`src/rtl/datapath_pkg.sv`:
```
// Shared datapath types for the scalar issue stage: FU indices, FUST row
// payloads, per-row tag pairs and the per-row state encoding.
package datapath_pkg;
  localparam int FUST_ROWS  = 3;
  localparam int FUST_TAG_W = 2;

  // Tag value meaning "operand already available".
  localparam logic [FUST_TAG_W-1:0] TAG_READY = '0;

  typedef enum logic [1:0] {
    FU_ALU    = 2'd0,
    FU_LDST   = 2'd1,
    FU_BRANCH = 2'd2
  } fu_scalar_t;

  typedef struct packed {
    logic [5:0]  op;
    logic [4:0]  rd;
    logic [4:0]  rs1;
    logic [4:0]  rs2;
    logic [15:0] imm;
  } fust_s_row_t;

  typedef struct packed {
    fust_s_row_t           row;
    logic [FUST_TAG_W-1:0] t1;
    logic [FUST_TAG_W-1:0] t2;
  } fust_s_entry_t;

  typedef fust_s_entry_t [FUST_ROWS-1:0] fust_s_t;

  typedef enum logic [1:0] {
    FUST_EMPTY = 2'd0,
    FUST_WAIT  = 2'd1,
    FUST_RDY   = 2'd2,
    FUST_EX    = 2'd3
  } fust_state_e;

  typedef fust_state_e [FUST_ROWS-1:0] fust_state_vec_t;

  // True when a tag names the FU that just wrote back (tag k = FU k-1).
  // Compared one bit wider so FU index 3 can never alias the ready tag.
  function automatic logic tag_hit(logic [FUST_TAG_W-1:0] tag, logic [1:0] fu);
    return {1'b0, tag} == ({1'b0, fu} + 3'd1);
  endfunction
endpackage

```
`src/rtl/issue_fust_s_if.sv`:
```
// Dispatch <-> issue FUST interface: row writes go toward the table, table
// contents, per-row state and the write-reject pulse come back to dispatch.
interface issue_fust_s_if;
  import datapath_pkg::*;

  logic                  n_fust_s_en;
  fu_scalar_t            n_fu_s;
  fust_s_row_t           n_fust_s;
  logic [FUST_TAG_W-1:0] n_t1;
  logic [FUST_TAG_W-1:0] n_t2;
  fust_s_t               fust_s;
  fust_state_vec_t       fust_state;
  logic                  wr_err;

  modport master (
    output n_fust_s_en, n_fu_s, n_fust_s, n_t1, n_t2,
    input  fust_s, fust_state, wr_err
  );

  modport slave (
    input  n_fust_s_en, n_fu_s, n_fust_s, n_t1, n_t2,
    output fust_s, fust_state, wr_err
  );
endinterface

```
`src/rtl/fust_s_select.sv`:
```
// Combinational issue picker over the RDY rows.
// With ISSUE_AGE_ORDER_EN the oldest RDY row wins (ties to lowest index);
// otherwise the lowest-index RDY row wins.
module fust_s_select
  import datapath_pkg::*;
#(
  parameter int NUM_ROWS = FUST_ROWS
) (
  input  logic [NUM_ROWS-1:0]      rdy,
`ifdef ISSUE_AGE_ORDER_EN
  input  logic [NUM_ROWS-1:0][1:0] age,
`endif
  output logic                     sel_valid,
  output logic [1:0]               sel_row
);

`ifdef ISSUE_AGE_ORDER_EN
  logic [1:0] best_age;

  // Scan upward; strict compare keeps the lowest index on equal ages.
  always_comb begin
    sel_valid = 1'b0;
    sel_row   = '0;
    best_age  = '0;
    for (int i = 0; i < NUM_ROWS; i++) begin
      if (rdy[i] && (!sel_valid || (age[i] > best_age))) begin
        sel_valid = 1'b1;
        sel_row   = 2'(i);
        best_age  = age[i];
      end
    end
  end
`else
  // Scan downward so the lowest-index RDY row is the last one kept.
  always_comb begin
    sel_valid = 1'b0;
    sel_row   = '0;
    for (int i = NUM_ROWS - 1; i >= 0; i--) begin
      if (rdy[i]) begin
        sel_valid = 1'b1;
        sel_row   = 2'(i);
      end
    end
  end
`endif

endmodule

```
`src/rtl/issue_fust_s.sv`:
```
// Scalar functional-unit status table. One row per scalar FU holds the
// payload plus two source tags; rows wake on writeback, issue one per cycle
// and free on the FU completion pulse. wr_err is registered: it is high in
// the cycle after the edge at which a write was rejected.
// Optional feature: ISSUE_AGE_ORDER_EN (oldest-first issue selection).
module issue_fust_s
  import datapath_pkg::*;
#(
  parameter int NUM_ROWS = FUST_ROWS,
  parameter int TAG_W    = FUST_TAG_W
) (
  input  logic                 CLK,
  input  logic                 RST,
  issue_fust_s_if.slave        disp,
  input  logic                 wb_valid,
  input  logic [1:0]           wb_fu,
  input  logic [NUM_ROWS-1:0]  fu_ex,
  input  logic                 branch_miss,
  input  logic                 ex_ready,
  output logic                 issue_valid,
  output logic [1:0]           issue_row,
  output fust_s_row_t          issue_data
);

  logic [NUM_ROWS-1:0] wr_ok;
  logic [NUM_ROWS-1:0] rdy;
  logic                sel_valid;
  logic [1:0]          sel_row;
  logic                handshake;
  logic [TAG_W-1:0]    eff_t1;
  logic [TAG_W-1:0]    eff_t2;
  logic                wr_err_q;
  logic                wr_err_d;
  fust_s_t             ent_all;
  fust_state_vec_t     st_all;

  // Incoming tags see this cycle's writeback so a new row cannot miss it.
  assign eff_t1 = (wb_valid && tag_hit(disp.n_t1, wb_fu)) ? TAG_READY : disp.n_t1;
  assign eff_t2 = (wb_valid && tag_hit(disp.n_t2, wb_fu)) ? TAG_READY : disp.n_t2;

  // A flush suppresses both the issue offer and any write in that cycle.
  assign issue_valid = sel_valid && !branch_miss;
  assign issue_row   = sel_row;
  assign handshake   = issue_valid && ex_ready;

  assign wr_err_d = disp.n_fust_s_en && !branch_miss && !(|wr_ok);

`ifdef ISSUE_AGE_ORDER_EN
  logic [NUM_ROWS-1:0][1:0] age_vec;
`endif

  for (genvar gi = 0; gi < NUM_ROWS; gi++) begin : g_row
    fust_state_e   state_q;
    fust_state_e   state_d;
    fust_s_entry_t ent_q;
    fust_s_entry_t ent_d;
    logic          wr_sel;

    // Writes land on an empty row, or on a row completing this very cycle.
    assign wr_sel    = disp.n_fust_s_en && !branch_miss && (disp.n_fu_s == fu_scalar_t'(gi));
    assign wr_ok[gi] = wr_sel && ((state_q == FUST_EMPTY) || ((state_q == FUST_EX) && fu_ex[gi]));
    assign rdy[gi]   = (state_q == FUST_RDY);
    assign ent_all[gi] = ent_q;
    assign st_all[gi]  = state_q;

    // Row next state: write, flush, wakeup, issue and completion.
    always_comb begin
      ent_d   = ent_q;
      state_d = state_q;
      if (wb_valid && tag_hit(ent_q.t1, wb_fu)) ent_d.t1 = TAG_READY;
      if (wb_valid && tag_hit(ent_q.t2, wb_fu)) ent_d.t2 = TAG_READY;
      if (wr_ok[gi]) begin
        ent_d.row = disp.n_fust_s;
        ent_d.t1  = eff_t1;
        ent_d.t2  = eff_t2;
        state_d   = ((eff_t1 == TAG_READY) && (eff_t2 == TAG_READY)) ? FUST_RDY : FUST_WAIT;
      end else if (branch_miss && ((state_q == FUST_WAIT) || (state_q == FUST_RDY))) begin
        state_d = FUST_EMPTY;
      end else begin
        case (state_q)
          FUST_WAIT: if ((ent_d.t1 == TAG_READY) && (ent_d.t2 == TAG_READY)) state_d = FUST_RDY;
          FUST_RDY:  if (handshake && (sel_row == 2'(gi))) state_d = FUST_EX;
          FUST_EX:   if (fu_ex[gi]) state_d = FUST_EMPTY;
          default:   state_d = state_q;
        endcase
      end
    end

    // Row state, payload and tag registers.
    always_ff @(posedge CLK or posedge RST) begin
      if (RST) begin
        state_q <= FUST_EMPTY;
        ent_q   <= '0;
      end else begin
        state_q <= state_d;
        ent_q   <= ent_d;
      end
    end

`ifdef ISSUE_AGE_ORDER_EN
    logic [1:0] age_q;
    logic [1:0] age_d;

    assign age_vec[gi] = age_q;

    // Age restarts on allocation and saturates while younger rows arrive.
    always_comb begin
      age_d = age_q;
      if (wr_ok[gi]) age_d = 2'd0;
      else if ((|wr_ok) && (state_q != FUST_EMPTY) && (age_q != 2'd3)) age_d = age_q + 2'd1;
    end

    // Allocation age register.
    always_ff @(posedge CLK or posedge RST) begin
      if (RST) age_q <= 2'd0;
      else     age_q <= age_d;
    end
`endif
  end

  fust_s_select #(.NUM_ROWS(NUM_ROWS)) u_select (
    .rdy       (rdy),
`ifdef ISSUE_AGE_ORDER_EN
    .age       (age_vec),
`endif
    .sel_valid (sel_valid),
    .sel_row   (sel_row)
  );

  // Payload of the offered row.
  always_comb begin
    issue_data = '0;
    for (int i = 0; i < NUM_ROWS; i++)
      if (sel_row == 2'(i)) issue_data = ent_all[i].row;
  end

  // Write-reject pulse register.
  always_ff @(posedge CLK or posedge RST) begin
    if (RST) wr_err_q <= 1'b0;
    else     wr_err_q <= wr_err_d;
  end

  assign disp.fust_s     = ent_all;
  assign disp.fust_state = st_all;
  assign disp.wr_err     = wr_err_q;

endmodule

```
`src/flat_wrapper.sv`:
```
// flat-port wrapper written by rule: the top's interface ports become plain ports
module issue_fust_s_flat import datapath_pkg::*;
#(
  parameter int NUM_ROWS = FUST_ROWS,
  parameter int TAG_W    = FUST_TAG_W
)
  (CLK, RST, wb_valid, wb_fu, fu_ex, branch_miss, ex_ready, issue_valid, issue_row, issue_data, disp_n_fust_s_en, disp_n_fu_s, disp_n_fust_s, disp_n_t1, disp_n_t2, disp_fust_s, disp_fust_state, disp_wr_err);
  issue_fust_s_if disp_i ();
  input  logic CLK;
  input  logic RST;
  input  logic wb_valid;
  input  logic [1:0] wb_fu;
  input  logic [NUM_ROWS-1:0] fu_ex;
  input  logic branch_miss;
  input  logic ex_ready;
  output logic issue_valid;
  output logic [1:0] issue_row;
  output fust_s_row_t issue_data;
  input wire logic [$bits(disp_i.n_fust_s_en)-1:0] disp_n_fust_s_en;
  input wire logic [$bits(disp_i.n_fu_s)-1:0] disp_n_fu_s;
  input wire logic [$bits(disp_i.n_fust_s)-1:0] disp_n_fust_s;
  input wire logic [$bits(disp_i.n_t1)-1:0] disp_n_t1;
  input wire logic [$bits(disp_i.n_t2)-1:0] disp_n_t2;
  output wire logic [$bits(disp_i.fust_s)-1:0] disp_fust_s;
  output wire logic [$bits(disp_i.fust_state)-1:0] disp_fust_state;
  output wire logic [$bits(disp_i.wr_err)-1:0] disp_wr_err;
  assign disp_i.n_fust_s_en = disp_n_fust_s_en;
  assign disp_i.n_fu_s = disp_n_fu_s;
  assign disp_i.n_fust_s = disp_n_fust_s;
  assign disp_i.n_t1 = disp_n_t1;
  assign disp_i.n_t2 = disp_n_t2;
  assign disp_fust_s = disp_i.fust_s;
  assign disp_fust_state = disp_i.fust_state;
  assign disp_wr_err = disp_i.wr_err;
  issue_fust_s #(.NUM_ROWS(NUM_ROWS), .TAG_W(TAG_W)) u_core (.CLK(CLK), .RST(RST), .disp(disp_i), .wb_valid(wb_valid), .wb_fu(wb_fu), .fu_ex(fu_ex), .branch_miss(branch_miss), .ex_ready(ex_ready), .issue_valid(issue_valid), .issue_row(issue_row), .issue_data(issue_data));
endmodule
```
`config.mk`:
```
export PLATFORM = sky130hd
export DESIGN_NAME = issue_fust_s_flat
export DESIGN_NICKNAME = d
export VERILOG_FILES = /design/src/rtl/datapath_pkg.sv /design/src/rtl/issue_fust_s_if.sv /design/src/rtl/fust_s_select.sv /design/src/rtl/issue_fust_s.sv /design/src/flat_wrapper.sv
export SDC_FILE = /design/constraint.sdc
export NUM_CORES = 1
export LEC_CHECK = 0
export ABC_AREA = 1
export BUFFER_PORTS_ARGS = -buffer_cell sky130_fd_sc_hd__buf_2
export CELL_PAD_IN_SITES_DETAIL_PLACEMENT = 0
export CELL_PAD_IN_SITES_GLOBAL_PLACEMENT = 1
export CORE_MARGIN = 2
export CORE_UTILIZATION = 39
export CTS_CLUSTER_DIAMETER = 50
export DETAILED_ROUTE_END_ITERATION = 6
export PLACE_DENSITY = 0.86
export SLEW_MARGIN = 0
export SYNTH_ARGS = -nofsm -noshare
export SYNTH_HDL_FRONTEND = slang
export SYNTH_SLANG_ARGS = --single-unit
```
`constraint.sdc`:
```
create_clock -name CLK -period 9.3 [get_ports CLK]
set_input_delay 2.325 -clock CLK [delete_from_list [all_inputs] [get_ports CLK]]
set_output_delay 2.325 -clock CLK [all_outputs]
set_load 0.05 [all_outputs]
```
Word-level counts from Yosys, hierarchy flattened
Cells that the tools add are included.
{"block": "classes", "add_sub_neg": 1, "eq_ne": 30, "muxes": 39, "n_reduce_logical": 59}
{"operator": "2-to-1 mux 37 bit", "count": 3}
{"operator": "2-to-1 mux 2 bit", "count": 27}
{"operator": "inequality test 4 x 3 -> 1 bit (second input constant)", "count": 9}
{"operator": "logical AND 1 bit", "count": 31}
{"operator": "logical NOT 2 bit", "count": 13}
{"operator": "equality test 2 x 3 -> 1 bit", "count": 8}
{"operator": "one-hot mux 2 bit (3 select lines)", "count": 3}
{"operator": "equality test 2 bit (second input constant)", "count": 8}
{"operator": "nonzero test 5 bit", "count": 3}
{"operator": "2-to-1 mux 4 bit", "count": 3}
{"operator": "AND reduction 4 bit", "count": 3}
{"operator": "equality test 2 x 1 -> 1 bit (second input constant)", "count": 5}
{"operator": "logical OR 1 bit", "count": 6}
{"operator": "adder 2 x 1 -> 3 bit (second input constant)", "count": 1}
{"operator": "2-to-1 mux 1 bit", "count": 3}
{"operator": "OR reduction 3 bit", "count": 1}
{"operator": "logical NOT 1 bit", "count": 2}
{"block": "word_totals", "reg_bits": 130, "inputBits": 54, "out_inout_bits": 170, "wordCells": 154}

Longest topological paths before layout
{"block": "depth", "ltp_word": 11, "mapped_depth": 12, "depth_no_buf": 12}

Hierarchy
From an unflattened synthesis, not the netlist that was laid out.
{"block": "unflattened", "hier_cells": 813, "area_unflattened_um2": 6439.9}
{"module": "issue_fust_s", "instances": 1, "cells_each": 806, "area_per_inst_um2": 6408.6, "seq_area_each_um2": 3253.1}
{"module": "fust_s_select", "instances": 1, "cells_each": 7, "area_per_inst_um2": 31.3, "seq_area_each_um2": 0.0}

Least setup slack after synthesis
Ideal clock, no wire load.
{"block": "synth_timing", "kind": "input-to-output", "startpoint": "input port branch_miss", "endpoint": "output port issue_valid", "t_arrival_ns": 2.954, "required_time_ns": 6.975, "slack_ns": 4.021, "stages": 2, "n_path_buf": 1, "cell_sequence": "buf_6 -> a21oi_2"}
{"block": "synth_between", "elab_chain_cells": 2}
{"element": "start, declared", "line": "flat_wrapper.sv:14", "text": "input logic branch_miss;"}
{"element": "logical NOT 1 bit", "line": "issue_fust_s.sv:42", "text": "assign issue_valid = sel_valid && !branch_miss;"}
{"element": "logical AND 1 bit", "line": "issue_fust_s.sv:42"}
{"element": "end, declared", "line": "flat_wrapper.sv:16", "text": "output logic issue_valid;"}
Every way passes these cells.

==> out/results.ini <==
[worst_setup_path]
cp_cell_sequence = inv_1, ha_1, inv_1, nor2_4, buf_4, nor2_4, a22oi_1, nand2_1, buf_2
slowest_stage = nor2_4
critPathMaxFanout = 40
cp_slowest_stage_delay_ns = 0.92
cp.buffers_inverters = 4
endpoint_kind = primary output
critPathRequiredTime_ns = 6.98
path_delay_family = simple AND/OR/NAND/NOR gates
critPathKind = reg -> out
arrival_ns = 3.12
critPathLaunchType = flip-flop

[clock_network]
cts_tree = built
cts_made_buffers = 17
path_clk_slew_ns = 0.06
cts-resized-gates = 0
cts_setup_buffers = 0
cts-root-buf = clkbuf_16
insertion_delay_ns = 0.41
cts.sink_count = 130
cts_buffer_depth = 2
postCtsHoldBufs = 0
h-tree-depth = 4

[route]
initialDrtViolationCount = 322
via_per_inst = 4.83
post_drt_wl_per_cell_um = 15.2
vias = 5854
routed_wirelength_mm = 18.4
antenna_left = 0
drc = 0
drtPass1Iterations = 4

[status]
outcome = complete, no violations

[logic_synthesis]
synth_top_cell_area_share_pct = 50.7
ys_seq_area_share_pct = 50.7
yosysMostFrequentCell = nand2_1
synth_area_leaders = dfrtp_1 51%, nand2_1 15%, o21ai_0 7.5%
synth_area_um2 = 6410
syn_nets = 848
yosysTopAreaCell = dfrtp_1
synth_edf_count = 0
synth_flop_cell = dfrtp_1
ys_types = 31
synthCells = 778
yosysWarnings = 0
ys_ff_latch = 130
async_flop_share_pct = 100
synth_commonest_cells = 253 x nand2_1, 130 x dfrtp_1, 96 x o21ai_0
avgSynthCellArea_um2 = 8.24

[sta]
slew_headroom_pct = 25.5
setup_viol = 0
finalClockSkew_ns = 0.00771
min_period_ns = 5.44
rsz0062_at_grt = no
setup_tns_ns = 0
drv_slew = 0
clock.fmax_mhz = 184
worst_pin_slew_ns = 1.11
hold_viol = 0
layout_worst_path_cycle_share_pct = 58.5

[die]
chipHeight_um = 132
placementRows = 46
die_area_um2 = 17500
start_util_pct = 40.1
io_pins = 224
die_w_um = 132
core_area_um2 = 16000

[min_path]
hold_class = reg -> reg

[placed_design]
dp_hpwl_mm = 12.2
portBuffers = 223
gp_congestion = 0.819

[run]
max_cap_violations = 0

[finish]
nFillCells = 1607
multiInputGateArea_um2 = 2620
final_nets = 1052
diodes = 0
drive_gt1_share_pct = 27.9
register_area_um2 = 3250
synthToLayoutAreaGrowth_pct = 28.3

[global_route]
grt_max_degree = 88
grt_pass1_wl_mm = 29.9
grt_overflow = 0
antenna_found_initial = 1
grt_use_total_pct = 21.4
first_global_vias = 5670

-- layout by cell type (no fill, tap or decap), types with 2 or more instances in the layout --
cell type	count
o21ai_0	96
ha_1	16
nor2_4	2
nor2_1	28
clkinvlp_4	4
nand4_1	6
nand3_1	38
inv_2	2
dfrtp_1	130
nand2_1	253
inv_6	3
buf_2	223
clkinv_4	3
inv_1	68
a21o_1	3
nand3b_1	3
o21ai_2	2
a21oi_1	3
clkbuf_16	17
nor3_4	2
a22oi_1	37
nand2_2	2
buf_4	5
o21ai_1	32
clkinv_1	2
bufinv_16	4
-- cell families after synthesis --
kind of cell / synth area share [%]
AND/OR/NAND/NOR: 22.0
AO/OA/AOI/OAI: 15.4
flip-flops: 50.7
buffers and inverters: 8.70
adder cells (fa/ha/maj): 3.12
-- sequential cells by signal, indices dropped and copies added (netlist names) --
name / flops
u_core.disp.wr_err: 1
u_core.g_row.state_q: 6
u_core.disp.fust_s: 123
-- metal layers --
layer | GRT usage [%] | vias to the layer above | share of wire, %
met5 | 0 | - | 0
met4 | 6.39 | 0 | 1.4
met3 | 5.07 | 15 | 5.9
met2 | 34.9 | 174 | 47
met1 | 28.6 | 2731 | 45
li1 | - | 2934 | -
-- cell type report --
cell class,count,area share [%]
flip-flops and latches,130,39.5
multi-input cells,530,31.8
repair buffers,228,14.0
clock buffers,18,5.34
inverters,75,3.56
well taps,216,3.29
clock inverters,14,2.46
-- per-stage QoR --
stage	cells	setup WS [ns]	area [um2]	hold slack (ns)	utilization (%)
floorplan	778	3.51	6410	0.772	-
global placement	1179	4.01	7580	0.487	47.4
detailed placement	1179	3.99	7580	0.494	47.4
CTS	1211	3.83	8230	0.512	51.4
global route	1211	3.58	8230	0.545	51.4
finish	1211	3.86	8230	0.511	51.4
-- final timing paths --
kind / start / endpoint / slack (ns) / cells past startpoint
setup / recovery: u_core.g_row[1].state_q[0]$_DFFE_PP0P_ / issue_data[31] / 3.86 / 9
hold / removal: u_core.disp.fust_s[102]$_DFFE_PP0P_ / u_core.disp.fust_s[102]$_DFFE_PP0P_ / 0.51 / 2
setup reg to reg: u_core.g_row[1].state_q[0]$_DFFE_PP0P_ / u_core.g_row[0].state_q[1]$_DFFE_PP0P_ / 6.46 / 13
hold reg to reg: u_core.disp.fust_s[102]$_DFFE_PP0P_ / u_core.disp.fust_s[102]$_DFFE_PP0P_ / 0.51 / 2
max in group asynchronous: RST / u_core.disp.fust_s[119]$_DFFE_PP0P_ / 5.82 / 3
min in group asynchronous: RST / u_core.disp.fust_s[42]$_DFF_PP0_ / 2.02 / 2
-- worst reg2reg max path, cell delays in order (launching register included) --
cell	delay, ns
dfrtp_1	0.41
inv_1	0.10
ha_1	0.23
inv_1	0.10
nor2_4	0.03
buf_4	0.31
nor2_4	0.92
nand3_1	0.18
nand3_1	0.11
nand2_1	0.05
clkinv_1	0.07
nand3_1	0.10
nand2_1	0.07
nand2_1	0.05
Power is left out: the tool's default activity adds up to more than one toggle a clock period on the data nets, which glitch-free logic cannot reach.
